<file path="config.mk">
export PLATFORM = sky130hd
export DESIGN_NAME = common_regs_v2
export DESIGN_NICKNAME = d
export VERILOG_FILES = /design/src/rtl/common_regs_pkg.sv /design/src/rtl/common_uptime_ctr.sv /design/src/rtl/common_regs_v2.sv
export SDC_FILE = /design/constraint.sdc
export NUM_CORES = 1
export LEC_CHECK = 0
export ABC_AREA = 1
export BUFFER_PORTS_ARGS = -buffer_cell sky130_fd_sc_hd__buf_4
export CAP_MARGIN = 20
export CORE_UTILIZATION = 50
export CTS_BUF_LIST = sky130_fd_sc_hd__clkbuf_16
export CTS_CLUSTER_SIZE = 10
export DETAILED_ROUTE_END_ITERATION = 16
export GPL_TIMING_DRIVEN = 0
export PLACE_DENSITY = 0.7
export SKIP_LAST_GASP = 1
export SYNTH_ARGS = -nofsm -noshare
export SYNTH_HDL_FRONTEND = slang
export SYNTH_HIERARCHICAL = 1
export SYNTH_SLANG_ARGS = --single-unit
</file>
<file path="constraint.sdc">
create_clock -name S_AXI_ACLK -period 1.3 [get_ports S_AXI_ACLK]
set_clock_uncertainty 0.1 [all_clocks]
set_input_delay 0 -clock S_AXI_ACLK [delete_from_list [all_inputs] [get_ports S_AXI_ACLK]]
set_output_delay 0 -clock S_AXI_ACLK [all_outputs]
set_load 0.05 [all_outputs]
</file>
<file path="src/rtl/common_regs_pkg.sv">
// rtl/common_regs_pkg.sv - Shared offsets, ID constants and byte-strobe helper for common_regs_v2.
`ifndef COMPILE_DATE
`define COMPILE_DATE 32'h2024_0601
`endif
`ifndef COMPILE_TIME
`define COMPILE_TIME 32'h0012_3000
`endif

package common_regs_pkg;

    localparam logic [7:0] OFS_DATE      = 8'h00;
    localparam logic [7:0] OFS_TIME      = 8'h04;
    localparam logic [7:0] OFS_INFO      = 8'h08;
    localparam logic [7:0] OFS_CTRL      = 8'h0C;
    localparam logic [7:0] OFS_UPTIME_LO = 8'h10;
    localparam logic [7:0] OFS_UPTIME_HI = 8'h14;
    localparam logic [7:0] OFS_INV       = 8'h18;
    localparam logic [7:0] OFS_SCRATCH0  = 8'h40;

    localparam logic [7:0] INFO_ID = 8'hC2;

    localparam int CTRL_FREEZE_BIT = 0;
    localparam int CTRL_CLEAR_BIT  = 1;

    localparam int MAX_SCRATCH = 16;

    function automatic logic [31:0] apply_wstrb(input logic [31:0] old_val,
                                                input logic [31:0] new_val,
                                                input logic [3:0]  strb);
        logic [31:0] res;
        res = old_val;
        for (int b = 0; b < 4; b++) begin
            if (strb[b]) res[b*8 +: 8] = new_val[b*8 +: 8];
        end
        return res;
    endfunction

endpackage

</file>
<file path="src/rtl/common_uptime_ctr.sv">
// rtl/common_uptime_ctr.sv - 64-bit uptime counter with freeze, clear and hi-word snapshot on lo read.
module common_uptime_ctr (
    input  logic        clk_i,
    input  logic        aresetn_i,
    input  logic        freeze_i,
    input  logic        clear_i,
    input  logic        lo_rd_i,
    output logic [31:0] cnt_lo_o,
    output logic [31:0] hi_shadow_o
);

    logic [63:0] cnt_q, cnt_d;
    logic [31:0] shadow_q, shadow_d;

    // Clear wins over increment; the snapshot uses the pre-update count so
    // a lo read coincident with clear still sees a coherent 64-bit value.
    always_comb begin
        cnt_d = cnt_q;
        if (clear_i)        cnt_d = 64'd0;
        else if (!freeze_i) cnt_d = cnt_q + 64'd1;
        shadow_d = lo_rd_i ? cnt_q[63:32] : shadow_q;
    end

    always_ff @(posedge clk_i or negedge aresetn_i) begin
        if (!aresetn_i) begin
            cnt_q    <= 64'd0;
            shadow_q <= 32'd0;
        end else begin
            cnt_q    <= cnt_d;
            shadow_q <= shadow_d;
        end
    end

    assign cnt_lo_o    = cnt_q[31:0];
    assign hi_shadow_o = shadow_q;

endmodule

</file>
<file path="src/rtl/common_regs_v2.sv">
// rtl/common_regs_v2.sv - Common register bank (ID, info, scratch, inverting test, uptime).
// Optional uptime counter and CTRL register enabled by defining COMMON_REGS_UPTIME_EN.
module common_regs_v2
    import common_regs_pkg::*;
#(
    parameter int C_S_AXI_DATA_WIDTH = 32,
    parameter int C_S_AXI_ADDR_WIDTH = 12,
    parameter int NUM_SCRATCH        = 4
) (
    input  logic                          S_AXI_ACLK,
    input  logic                          S_AXI_ARESETN,
    input  logic [C_S_AXI_ADDR_WIDTH-1:0] S_AXI_AWADDR,
    input  logic [31:0]                   S_AXI_WDATA,
    input  logic [3:0]                    S_AXI_WSTRB,
    input  logic [C_S_AXI_ADDR_WIDTH-1:0] S_AXI_ARADDR,
    input  logic                          common_reg_wren,
    input  logic                          common_reg_rden,
    output logic [31:0]                   common_reg_data,
    output logic                          common_reg_rvalid,
    output logic                          common_reg_err
);

    if (C_S_AXI_DATA_WIDTH != 32) begin : g_bad_dw
        $error("common_regs_v2: only C_S_AXI_DATA_WIDTH=32 is supported");
    end
    if (C_S_AXI_ADDR_WIDTH < 9) begin : g_bad_aw
        $error("common_regs_v2: C_S_AXI_ADDR_WIDTH must be at least 9");
    end
    if (NUM_SCRATCH < 1 || NUM_SCRATCH > MAX_SCRATCH) begin : g_bad_ns
        $error("common_regs_v2: NUM_SCRATCH must be 1..16");
    end

`ifdef COMMON_REGS_UPTIME_EN
    localparam logic UPTIME_EN_BIT = 1'b1;
`else
    localparam logic UPTIME_EN_BIT = 1'b0;
`endif

    logic        unused_addr;
    assign unused_addr = ^{S_AXI_AWADDR[C_S_AXI_ADDR_WIDTH-1:8], S_AXI_AWADDR[1:0],
                           S_AXI_ARADDR[C_S_AXI_ADDR_WIDTH-1:8], S_AXI_ARADDR[1:0]};

    logic [7:0]  wr_ofs, rd_ofs;
    logic [3:0]  wr_sidx, rd_sidx;
    logic        wr_shit, rd_shit;

    assign wr_ofs  = {S_AXI_AWADDR[7:2], 2'b00};
    assign rd_ofs  = {S_AXI_ARADDR[7:2], 2'b00};
    assign wr_sidx = S_AXI_AWADDR[5:2];
    assign rd_sidx = S_AXI_ARADDR[5:2];
    // Scratch window is word indices 16..31; only the first NUM_SCRATCH exist.
    assign wr_shit = (S_AXI_AWADDR[7:6] == 2'b01) && ({1'b0, wr_sidx} < 5'(NUM_SCRATCH));
    assign rd_shit = (S_AXI_ARADDR[7:6] == 2'b01) && ({1'b0, rd_sidx} < 5'(NUM_SCRATCH));

    logic [31:0] scratch_q [NUM_SCRATCH];
    logic [31:0] scratch_d [NUM_SCRATCH];
    logic [31:0] inv_q, inv_d;
    logic [31:0] rdata_q, rd_data_d;
    logic        rvalid_q, err_q;
    logic        wr_bad, rd_bad;

`ifdef COMMON_REGS_UPTIME_EN
    logic        freeze_q, freeze_d;
    logic        clear_pulse;
    logic [31:0] up_lo, up_hi;

    common_uptime_ctr u_uptime (
        .clk_i      (S_AXI_ACLK),
        .aresetn_i  (S_AXI_ARESETN),
        .freeze_i   (freeze_q),
        .clear_i    (clear_pulse),
        .lo_rd_i    (common_reg_rden && (rd_ofs == OFS_UPTIME_LO)),
        .cnt_lo_o   (up_lo),
        .hi_shadow_o(up_hi)
    );
`endif

    always_comb begin
        scratch_d = scratch_q;
        inv_d     = inv_q;
        wr_bad    = 1'b0;
`ifdef COMMON_REGS_UPTIME_EN
        freeze_d    = freeze_q;
        clear_pulse = 1'b0;
`endif
        if (common_reg_wren) begin
            if (wr_shit) begin
                for (int i = 0; i < NUM_SCRATCH; i++) begin
                    if (wr_sidx == 4'(i))
                        scratch_d[i] = apply_wstrb(scratch_q[i], S_AXI_WDATA, S_AXI_WSTRB);
                end
            end else begin
                case (wr_ofs)
                    OFS_INV: inv_d = apply_wstrb(inv_q, S_AXI_WDATA, S_AXI_WSTRB);
`ifdef COMMON_REGS_UPTIME_EN
                    OFS_CTRL: begin
                        if (S_AXI_WSTRB[0]) begin
                            freeze_d    = S_AXI_WDATA[CTRL_FREEZE_BIT];
                            clear_pulse = S_AXI_WDATA[CTRL_CLEAR_BIT];
                        end
                    end
`endif
                    default: wr_bad = 1'b1;
                endcase
            end
        end
    end

    always_comb begin
        rd_data_d = 32'd0;
        rd_bad    = 1'b0;
        if (rd_shit) begin
            for (int i = 0; i < NUM_SCRATCH; i++) begin
                if (rd_sidx == 4'(i)) rd_data_d = scratch_q[i];
            end
        end else begin
            case (rd_ofs)
                OFS_DATE:      rd_data_d = 32'(`COMPILE_DATE);
                OFS_TIME:      rd_data_d = 32'(`COMPILE_TIME);
                OFS_INFO:      rd_data_d = {INFO_ID, 7'd0, UPTIME_EN_BIT, 8'd0, 8'(NUM_SCRATCH)};
                OFS_INV:       rd_data_d = ~inv_q;
`ifdef COMMON_REGS_UPTIME_EN
                OFS_CTRL:      rd_data_d = {31'd0, freeze_q};
                OFS_UPTIME_LO: rd_data_d = up_lo;
                OFS_UPTIME_HI: rd_data_d = up_hi;
`endif
                default:       rd_bad = 1'b1;
            endcase
        end
    end

    always_ff @(posedge S_AXI_ACLK or negedge S_AXI_ARESETN) begin
        if (!S_AXI_ARESETN) begin
            for (int i = 0; i < NUM_SCRATCH; i++) scratch_q[i] <= 32'd0;
            inv_q    <= 32'd0;
            rdata_q  <= 32'd0;
            rvalid_q <= 1'b0;
            err_q    <= 1'b0;
`ifdef COMMON_REGS_UPTIME_EN
            freeze_q <= 1'b0;
`endif
        end else begin
            scratch_q <= scratch_d;
            inv_q     <= inv_d;
            rvalid_q  <= common_reg_rden;
            err_q     <= (common_reg_rden && rd_bad) || (common_reg_wren && wr_bad);
            if (common_reg_rden) rdata_q <= rd_data_d;
`ifdef COMMON_REGS_UPTIME_EN
            freeze_q  <= freeze_d;
`endif
        end
    end

    assign common_reg_data   = rdata_q;
    assign common_reg_rvalid = rvalid_q;
    assign common_reg_err    = err_q;

endmodule
</file>
==> impl_metrics.tcl <==
set metrics [dict create \
    numCtsBuffers 17 \
    violations "hold timing" \
    crit_start "S_AXI_AWADDR[4]" \
    antenna_found_initial 0 \
    r2r_start "inv_q[16]" \
    synth_area_leaders "dfrtp_1 54%, nand2_1 16%, o21ai_0 10%" \
    nNetsFinal 1320 \
    crit_type "input pin to register" \
    synthAdderAreaFrac_pct 0 \
    min_to "common_reg_err" \
    setup_ws_ns 0.0432 \
    drt_wl_total_um 28500 \
    syn_area_sq_um 8980 \
    place_ws_ns -0.720 \
    syn_to_final_growth_pct 23.1 \
    num_rows 48 \
    postSynthAreaPerCell_sq_um 8.17 \
    slowest_delay_ns 0.35 \
    fin_crit_sh_pct 96.7 \
    yosysTopAreaCell "dfrtp_1" \
    start_util_pct 51.6 \
    cts_root_buf "clkbuf_16" \
    synthFlopType "dfrtp_1" \
    die-area_sq_um 18500 \
    cts_tree "yes" \
    ios 98 \
    cp_data_arrival_time_ns 1.51 \
    yosysTopAreaCellShare_pct 54.1 \
    min-delay-path-class "input pin to register" \
    ir_worst_vdd_mv 1.03 \
    synth-simple-area-share_pct 26.8 \
    fin_crit_ns 1.26 \
    synth-compound-area-share_pct 11.6 \
    synthDistinctLibCells 26 \
    outcome "finished, violations left" \
    crit_chain "buf_4 > inv_1 > nand3_2 > nor3_4 > nand2_1 > buf_6 > o21ai_0" \
    path_max_fanout 10 \
    antenna_cells 0 \
    dpl.hpwl_um 18700 \
    cts_buffer_depth 2 \
    postPlaceCellArea_sq_um 9940 \
    maxSlewViolCount 0 \
    drtIter0Drc 795 \
    regToRegEndpoint "common_reg_data[16]" \
    port_buffers 84 \
    power_mw 13.3 \
    start_kind "input pin" \
    slew_headroom_pct 44.5 \
    setup_viol 0 \
    drive_above_1_share_pct 15.8 \
    crit_required_ns 1.55 \
    timing.hold.ws_ns -0.0328 \
    drt_pre_antenna_iters 5 \
    min_from "S_AXI_AWADDR[5]" \
    path_clk_slew_ns 0.07 \
    wl_per_cell_um 19.1 \
    worst_pin_slew_ns 0.830 \
    hold_depth 6 \
    synth_top_family_by_area "simple AND/OR/NAND/NOR gates" \
    clkSinkCount 194 \
    num_vias 8346 \
    grt_pass1_wl_um 43800 \
    critPathSlowestCell "nor3_4" \
    place_congestion 0.911 \
    hold_viol_final 15 \
    critical_path.endpoint_type "register" \
    ff2ff_setup_slack_ns 0.14 \
    fillerInstances 1517 \
    grt_max_degree 119 \
    synth_xor_area_share_pct 0 \
    h-tree-depth 4 \
    rsz0062_at_grt "true" \
    syn_inst 1099 \
    yosysSeqAreaShare_pct 54.1 \
    cap_violations 0 \
    ys_warn_count 6 \
    grtUsageTotal_pct 32.5 \
    drc 0 \
    max_clock_freq_ghz 0.796 \
    leakage_nw 5.55 \
    reg2regPathDepth 4 \
    worstSkewPairLatency_ns 0.44 \
    drtAntennaViolNets 0 \
    multi_input_area_sq_um 3500 \
    grt_pass1_vias 8017 \
    p_per_area_nw_per_um2 1200 \
    viasPerCell 5.59 \
    grt_remaining_overflow 0 \
    ys_ff_latch 194 \
    seqCellArea_sq_um 4850 \
    die_w_um 136 \
    async_flop_share_pct 100 \
    postCtsHoldBufs 49 \
    design.core.area_sq_um 17400 \
    muxShareOfSynthArea_pct 0 \
    synth_nets 1163 \
    die_h_um 136 \
    synth_edf_count 0 \
    finalInstanceArea_sq_um 11100 \
]
==> cell usage in the layout (no fill, tap or decap), types with 18 or more instances in the layout <==
| cell | instances |
|---|---|
| buf_2 | 20 |
| buf_4 | 92 |
| clkbuf_16 | 18 |
| dfrtp_1 | 194 |
| dlygate4sd3_1 | 49 |
| inv_1 | 88 |
| nand2_1 | 372 |
| nand3_1 | 75 |
| nand3b_1 | 23 |
| nor2_1 | 46 |
| o21ai_0 | 183 |
==> state kept, by name, summed over array words and instances, names as in the netlist <==
register           flops
scratch_q            128
common_reg_data       32
inv_q                 32
common_reg_err         1
common_reg_rvalid      1
==> cell usage after synthesis, types with 9 or more instances <==
library cell and instances:
or2_2 13, o21ai_1 12, nand2_1 372, buf_2 22, dfrtp_1 194, nand3b_1 23
nor2_1 47, inv_1 87, buf_6 13, o21ai_0 183, nand3_1 79, nand4_1 9
==> worst max path at each step <==
stage	to	slack [ns]
6_report	scratch_q[91]	0.04
3_3_place_gp	common_reg_data[5]	-1.18
2_1_floorplan	scratch_q[102]	0.16
3_5_place_dp	scratch_q[121]	-0.72
4_1_cts	scratch_q[13]	-0.02
5_1_grt	scratch_q[84]	-0.05
==> per-layer routing <==
layer,up-vias,wire length [um],global-route usage (%)
met2,424,13100,50.4
met5,-,0,0
met3,87,2390,6.60
met1,3974,11700,42.9
met4,0,1380,17.3
li1,3861,-,-
==> cells by family (layout without fill, tap and decap cells) <==
logic type / count (synthesis) / after routing
compound gates: 205 / 205
buf+inv: 142 / 310
flops: 194 / 194
simple gates: 558 / 558
==> critical path, delay by kind of cell <==
family | cells | cell delay (ns)
simple gates | 3 | 0.87
buf+inv | 3 | 0.47
compound gates | 1 | 0.17
==> through the flow <==
stage               std cells  setup TNS [ns]  utilization [%]
floorplan                1099               0                -
global placement         1408         -298.60             56.8
detailed placement       1410          -78.13             57.0
CTS                      1488         -0.0610             63.0
global route             1492          -0.462             63.5
finish                   1492               0             63.5
==> power breakdown <==
| group | total, mW | internal, mW | leakage (nW) | switching, mW |
|---|---|---|---|---|
| Clock | 4.87 | 2.58 | 0.260 | 2.29 |
| Sequential | 6.76 | 6.51 | 2.59 | 0.250 |
| Combinational | 1.65 | 0.597 | 2.71 | 1.05 |
==> area by class of cell <==
cell class,instances,share of cell area (%)
multi-input combinational,763,31.6
buffer,49,3.10
tap,225,2.55
timing repair buffer,139,11.0
clock inverter,13,0.894
sequential,194,43.9
clock buffer,17,3.85
inverter,92,3.12
==> repair_timing <==
item                                   CTS  global route
cloned                                   0             1
endpoints found under the hold margin  242             3
setup buffers                            0             3
setup endpoints to repair               42           222
pin swaps                                0             1
resized for setup                        7            14
Note: power is estimated with default switching activity, not from simulation.
